### config.mk
export PLATFORM = sky130hd
export DESIGN_NAME = fll_cfg_responder
export DESIGN_NICKNAME = d
export VERILOG_FILES = /design/src/rtl/fll_cfg_responder.sv
export SDC_FILE = /design/constraint.sdc
export NUM_CORES = 1
export LEC_CHECK = 0
export BUFFER_PORTS_ARGS = -buffer_cell sky130_fd_sc_hd__buf_4
export CORE_AREA = 2 2 162 101
export CTS_CLUSTER_SIZE = 16
export DETAILED_ROUTE_END_ITERATION = 10
export DIE_AREA = 0 0 164 103
export GPL_ROUTABILITY_DRIVEN = 0
export PLACE_DENSITY = 0.74
export SYNTH_ARGS = -nofsm -noshare
export SYNTH_HDL_FRONTEND = slang
export SYNTH_SLANG_ARGS = --single-unit
### constraint.sdc
create_clock -name clk_i -period 6.3 [get_ports clk_i]
set_clock_uncertainty 0.2 [all_clocks]
set_input_delay 0.945 -clock clk_i [delete_from_list [all_inputs] [get_ports clk_i]]
set_output_delay 0.945 -clock clk_i [all_outputs]
set_load 0.005 [all_outputs]
### src/rtl/fll_cfg_responder.sv
// FLL-side configuration bus responder: req/ack handshake, register bank and lock model.
// Lock drops on any cfg1/cfg2 write and re-asserts LOCK_CYCLES after the last such write.
module fll_cfg_responder #(
  parameter int unsigned ACK_LATENCY = 2,
  parameter int unsigned LOCK_CYCLES = 16,
  parameter logic [31:0] CFG1_RST    = 32'h0000_0100,
  parameter logic [31:0] CFG2_RST    = 32'h0000_0000
) (
  input  logic        clk_i,
  input  logic        rst_i,
  input  logic        fll_req_i,
  input  logic        fll_wrn_i,
  input  logic [1:0]  fll_add_i,
  input  logic [31:0] fll_data_i,
  output logic        fll_ack_o,
  output logic [31:0] fll_r_data_o,
  output logic        fll_lock_o
);

  // state     | meaning
  // ST_IDLE   | no transaction, waiting for req
  // ST_WAIT   | request captured, counting down to ack
  // ST_ACK    | ack cycle, access committed
  // ST_RELEASE| waiting for the initiator to drop req
  typedef enum logic [1:0] {ST_IDLE, ST_WAIT, ST_ACK, ST_RELEASE} state_e;

  localparam logic [3:0]  WAIT_INIT = 4'(ACK_LATENCY - 1);
  localparam logic [15:0] LOCK_INIT = 16'(LOCK_CYCLES);

  state_e      state_q, state_d;
  logic [3:0]  wcnt_q, wcnt_d;
  logic        wrn_q;
  logic [1:0]  add_q;
  logic [31:0] data_q;
  logic [31:0] cfg1_q, cfg2_q, integ_q;
  logic        ack_q;
  logic [31:0] rdata_q, rdata_d;
  logic        lock_q;
  logic [15:0] lcnt_q;
  logic        capture, commit, relock;
  logic [31:0] rd_val;

  always_ff @(posedge clk_i or posedge rst_i) begin
    if (rst_i) state_q <= ST_IDLE;
    else       state_q <= state_d;
  end

  always_comb begin
    state_d = state_q;
    case (state_q)
      ST_IDLE:    if (fll_req_i) state_d = ST_WAIT;
      ST_WAIT: begin
        if (!fll_req_i)        state_d = ST_IDLE;
        else if (wcnt_q == '0) state_d = ST_ACK;
      end
      ST_ACK:     state_d = ST_RELEASE;
      ST_RELEASE: if (!fll_req_i) state_d = ST_IDLE;
      default:    state_d = ST_IDLE;
    endcase
  end

  always_comb begin
    capture = (state_q == ST_IDLE) && fll_req_i;
    commit  = (state_q == ST_WAIT) && fll_req_i && (wcnt_q == '0);
    relock  = commit && !wrn_q && ((add_q == 2'd1) || (add_q == 2'd2));
    wcnt_d  = wcnt_q;
    if (capture)                                   wcnt_d = WAIT_INIT;
    else if (state_q == ST_WAIT && wcnt_q != '0)   wcnt_d = wcnt_q - 4'd1;
    case (add_q)
      2'd0:    rd_val = {lock_q, 15'b0, cfg1_q[15:0]};
      2'd1:    rd_val = cfg1_q;
      2'd2:    rd_val = cfg2_q;
      default: rd_val = integ_q;
    endcase
    rdata_d = wrn_q ? rd_val : 32'h0;
  end

  always_ff @(posedge clk_i or posedge rst_i) begin
    if (rst_i) begin
      wcnt_q  <= '0;
      wrn_q   <= 1'b0;
      add_q   <= '0;
      data_q  <= '0;
      ack_q   <= 1'b0;
      rdata_q <= '0;
    end else begin
      wcnt_q <= wcnt_d;
      ack_q  <= commit;
      if (capture) begin
        wrn_q  <= fll_wrn_i;
        add_q  <= fll_add_i;
        data_q <= fll_data_i;
      end
      if (commit) rdata_q <= rdata_d;
    end
  end

  always_ff @(posedge clk_i or posedge rst_i) begin
    if (rst_i) begin
      cfg1_q  <= CFG1_RST;
      cfg2_q  <= CFG2_RST;
      integ_q <= '0;
    end else if (commit && !wrn_q) begin
      case (add_q)
        2'd1:    cfg1_q  <= data_q;
        2'd2:    cfg2_q  <= data_q;
        2'd3:    integ_q <= data_q;
        default: ;
      endcase
    end
  end

  // Counter saturates at zero; lock rises on the edge it gets there.
  always_ff @(posedge clk_i or posedge rst_i) begin
    if (rst_i) begin
      lcnt_q <= LOCK_INIT;
      lock_q <= 1'b0;
    end else if (relock) begin
      lcnt_q <= LOCK_INIT;
      lock_q <= 1'b0;
    end else if (lcnt_q != '0) begin
      lcnt_q <= lcnt_q - 16'd1;
      if (lcnt_q == 16'd1) lock_q <= 1'b1;
    end
  end

  assign fll_ack_o    = ack_q;
  assign fll_r_data_o = rdata_q;
  assign fll_lock_o   = lock_q;

endmodule
# Word-level counts from Yosys, hierarchy flattened
# Index checks and enable logic that the tools add are counted.
# totals
register_bits	187
inputBits	38
out_inout_bits	34
word_cells	59
# op_classes
n_reduce_logical	21
n_eq_ne	10
addsub	2
mux	14
# op_table
operator	n
$pmux 32 s3	1
$mux 16	2
$mux 32	1
$eq 16x1->1 const B	1
$reduce_bool 16->1	1
$sub 16x1->16 const B	1
$eq 2x2->1 const B	4
$mux 2	4
$mux 4	2
$pmux 2 s4	1
$reduce_and 2->1	4
$logic_and 1x1->1	6
$reduce_bool 2->1	3
$eq 2x1->1 const B	2
$logic_not 2->1	2
$logic_not 4->1	1
$ne 2x2->1 const B	2
$reduce_bool 4->1	1
$sub 4x1->4 const B	1
$mux 1	3
$ne 3x2->1 const B	1
$reduce_and 3->1	1
$logic_not 1->1	1
$logic_or 1x1->1	1

# Depth between registers and ports, before layout
# logic_depth
ltp_word	7
mapped_depth	10

# Least setup slack after synthesis
# Ideal clock, no wire load.
# synth_timing
path_type	input to register
startpoint	input port fll_req_i
endpoint	register data_q[10]
cell_stages	4
path_slack_ns	4.103
path_buffers	1
arrival_ns	1.872
setup_ns	0.125
cell_sequence	nand2b_1 -> nor2_1 -> clkbuf_1 -> mux2_2
# synth_between
elab_chain_cells	1
# synth_lines
element	line	source
start, declared	11	input logic fll_req_i,
$logic_and 1x1->1	63	capture = (state_q == ST_IDLE) && fll_req_i;
end signal, assigned	92	data_q <= fll_data_i;
end, declared	34	logic [31:0] data_q;
# Every way passes these cells.
# A chain may end at the register's enable or synchronous reset.

# Final worst setup path
# layout_timing
startpoint	register wcnt_q[0]
endpoint	register cfg1_q[30]
# layout_between
elab_chain_cells	4
# layout_lines
element	line	source
start, declared	31	logic [3:0] wcnt_q, wcnt_d;
start signal, assigned	87	wcnt_q <= wcnt_d;
$logic_not 4->1	64	commit = (state_q == ST_WAIT) && fll_req_i && (wcnt_q == '0);
$logic_and 1x1->1	64	
$logic_and 1x1->1	103	end else if (commit && !wrn_q) begin
$reduce_and 2->1 (no line)	n/a	
end signal, assigned	105	2'd1: cfg1_q <= data_q;
end, declared	35	logic [31:0] cfg1_q, cfg2_q, integ_q;
# Every way passes these cells.

==> results.md <==
* Leading cell type by number of instances after synthesis: sky130_fd_sc_hd__dfrtp_1
* Average cell area after synthesis at 11.9 um^2
* Max-cap violations at 0
* Final Hold Fails at 0
* Endpoint required time on the critical path at about 6.4 ns
* Largest net degree at the start of global routing at 80
* Register clock-pin slew on the reported worst setup and hold paths at 0.07 ns
* Flops & latches, synth at ~190
* Synth cell count leaders: sky130_fd_sc_hd__dfrtp_1, sky130_fd_sc_hd__mux2_2, sky130_fd_sc_hd__nand2_1
* N_diodes at 0
* Clock share of power at 0.299
* Switching power as a share of total power at 0.320
* Synth warn at 0
* Lkg Pwr at 4.33 nW
* Status: completed
* Number of pins exceeding their max-slew limit in the final report at 0
* HPWL after detailed placement at 10.3 mm
* Met2 track demand over resource at 0.330
* Overall Power at ~0.0040 W
* Synth Net Count at 718
* Fin nets at 776
* Met1 layer usage reported by global route at 0.303
* Postcts setup bufs at 0
* Startpoint-to-endpoint class of the critical path: flip-flop to flip-flop
* Setup TNS Final at 0 ns
* Area Overhead vs Synth at 16.9%
* Combined area of the multi-input logic cells at 3130 um^2
* Number of enable flip-flop cells after synthesis at 0
* Layout fillers at 1221
* Number of iterations in the first detailed-routing pass at 5
* Slowest CP cell: sky130_fd_sc_hd__buf_4
* Cts-stage hold buffer count at 0
* Quantity of gates resized following cts at 0
* Count of different cell masters after synthesis at 47
* Initial antenna violation count at 0
* Async S/R FF share, synth at 1.00
* Data arrival at the endpoint of the critical path at 3.17 ns
* Slack of the worst reg-to-reg path at 3.24 ns
* Met3 track demand over resource in global routing at 0.0430
* Hold/Removal Path Class: flip-flop to flip-flop
* Biggest area contributors in the synthesized netlist: sky130_fd_sc_hd__dfrtp_1, sky130_fd_sc_hd__mux2_2, sky130_fd_sc_hd__nand2_1, sky130_fd_sc_hd__o21ai_0, sky130_fd_sc_hd__a22oi_1
* Floorplan die width at 164 um
* Core box area at 15600 um^2
* Vias at ~5.2k
* Iteration-0 DRC Markers at 375
* Mapped Cells at 672
* VDD IR-drop max at 0.237 mV
* RSZ-0062 raised after global routing: no
* Cells along the critical path: inv_1 -> ha_1 -> nor3b_2 -> nand4b_1 -> buf_4 -> nor2_2 -> nand2_1 -> buf_4 -> mux2_2
* Max-slew headroom at 0.256
* Cell type with the highest aggregate area in the netlist: sky130_fd_sc_hd__dfrtp_1
* Number of setup violations in the final report at 0
* Crit path time final at 3.06 ns
* P per Cell Area at 422 nW/um^2
* Clock insertion delay at the later pin of the skew report at 0.44 ns
* Portion of the clock cycle consumed by the worst path in the final layout at 0.486
* Clock Sinks at 187
* Die Footprint at between 15000 and 20000 um^2
* Area of the mapped netlist at about 8000 um^2
* Comb power frac at 0.236
* Largest fanout on the critical path at 67
* Number of clock buffers inserted by TritonCTS at 17
* Crit-path most repeated cell: sky130_fd_sc_hd__buf_4
* Filler-free cell count of the finished design at 952
* Fraction of final layout cells with drive strength greater than 1 at 0.343
* Sequential cell fraction of total power at 0.465
* Overall track demand over capacity in global routing at 0.212
* Global-route wire length before repair at ~27 mm
* Buffer and inverter count on the worst path at 3
* Clock root buffer: sky130_fd_sc_hd__clkbuf_16
* Total wire length at 16.5 mm
* Post-synthesis sequential area ratio at 0.584
* Vias in the first global route at around 5.4k
* Number of buffers added on ports at 71
* Number of design rule violations left after detail routing at 0
* CP max stage delay at roughly 0.53 ns
* # H-tree levels at 4
* Synth top area share at 0.577
* Cell family with most CP delay: buffers and inverters
* Clk buf depth at 2
* Gr busiest metal: met2
* Maximum clock rate at 0.327 GHz
* Transition at the pin with the smallest max-transition slack at 1.12 ns
* Switching component of the power at 0.00127 W
* Chip height at 103 um
* Placement row count at 36
* TritonCTS clock tree: built
* Category of the worst setup path capture point: flip-flop
* Number of nets with antenna violations after routing at 0
* Ratio of routed vias to standard cells at 5.45
* Placed insts at 920
* Cell-internal power at ~0.0027 W
* Initial cell density of the core at 0.513
* Commonest register cell after synthesis: sky130_fd_sc_hd__dfrtp_1
* Kind of launch point of the worst setup path: flip-flop
* Routed length per placed instance at 17.4 um
* Sequential cell area at approximately 4700 um^2
* Number of ports placed on the die boundary at 72
* Congestion Overflow GR at 0
-- placed cells by master (no fill, tap or decap), types with 3 or more instances in the layout --
cell | netlist | layout
sky130_fd_sc_hd__inv_1 | 10 | 9
sky130_fd_sc_hd__nor2_1 | 25 | 24
sky130_fd_sc_hd__or2_2 | 3 | 3
sky130_fd_sc_hd__nor3_1 | 5 | 5
sky130_fd_sc_hd__inv_6 | 0 | 4
sky130_fd_sc_hd__bufinv_16 | 0 | 4
sky130_fd_sc_hd__a22oi_1 | 31 | 31
sky130_fd_sc_hd__clkinv_4 | 0 | 3
sky130_fd_sc_hd__buf_4 | 0 | 80
sky130_fd_sc_hd__nand3_1 | 3 | 3
sky130_fd_sc_hd__mux2_2 | 123 | 123
sky130_fd_sc_hd__ha_1 | 8 | 7
sky130_fd_sc_hd__nor2b_1 | 3 | 3
sky130_fd_sc_hd__clkbuf_16 | 0 | 17
sky130_fd_sc_hd__dfrtp_1 | 185 | 185
sky130_fd_sc_hd__o21ai_0 | 66 | 66
sky130_fd_sc_hd__nand2_1 | 107 | 107
sky130_fd_sc_hd__xor2_1 | 6 | 6
sky130_fd_sc_hd__xnor2_1 | 4 | 4
sky130_fd_sc_hd__mux2i_1 | 3 | 3
sky130_fd_sc_hd__mux2_1 | 6 | 6
sky130_fd_sc_hd__a21oi_1 | 8 | 8
-- sequential cells by signal, summed over array words and instances (netlist names), named ones only --
| signal | cells |
|---|---|
| add_q | 2 |
| fll_r_data_o | 32 |
| cfg1_q | 32 |
| cfg2_q | 32 |
| fll_lock_o | 1 |
| data_q | 32 |
| lcnt_q | 16 |
| wcnt_q | 4 |
| integ_q | 32 |
| state_q | 1 |
| wrn_q | 1 |
| fll_ack_o | 1 |
-- stage by stage --
step	cell area, um^2	setup slack, ns	util	hold slack, ns
2_1_floorplan	8020	0.0729	-	0.264
3_3_place_gp	8720	3.10	0.558	0.263
3_5_place_dp	8720	3.02	0.558	0.275
4_1_cts	9380	3.25	0.600	0.294
5_1_grt	9380	3.03	0.600	0.318
6_report	9380	3.24	0.600	0.285
-- cell type report --
type	instances	area share
timing repair buffer	80	0.0641
sequential	187	0.499
clock buffer	19	0.0483
multi-input combinational	434	0.334
tap	209	0.0279
clock inverter	13	0.0216
inverter	10	0.00454
-- metal layers --
layer  up-vias  wire, um
li1       2451         -
met1      2595      8040
met2       130      7530
met3        14       832
met4         0       133
met5         -         0
-- kinds of logic after synthesis --
group           share of synthesized area
flops                               0.584
simple gates                       0.0963
mux                                 0.185
compound gates                     0.0850
buf+inv                            0.0267
xor+xnor                           0.0109
fa+ha+maj                          0.0125
-- power by group through the flow --
stage	clock network (W)	logic [W]	registers [W]
2_1_floorplan	0	0.000696	0.00176
3_3_place_gp	0	0.000889	0.00182
3_5_place_dp	0	0.000936	0.00186
4_1_cts	0.00119	0.000944	0.00184
5_1_grt	0.00126	0.00104	0.00189
6_report	0.00118	0.000933	0.00184
-- tightest hold or removal path, cell delays in order, from the launching register on --
cell and delay [ns]:
sky130_fd_sc_hd__dfrtp_1 0.35, sky130_fd_sc_hd__nand2_1 0.05, sky130_fd_sc_hd__o21ai_0 0.06
-- worst paths after layout --
kind,cells after the start,end,from
min in group asynchronous,2,lcnt_q[9],rst_i
worst max-delay path,9,cfg1_q[30],wcnt_q[0]
max in group asynchronous,3,fll_r_data_o[31],rst_i
worst min-delay path,2,fll_r_data_o[15],fll_r_data_o[15]
worst min register to register,2,fll_r_data_o[15],fll_r_data_o[15]
worst max register to register,9,cfg1_q[30],wcnt_q[0]
(Power assumes the default switching activity.)
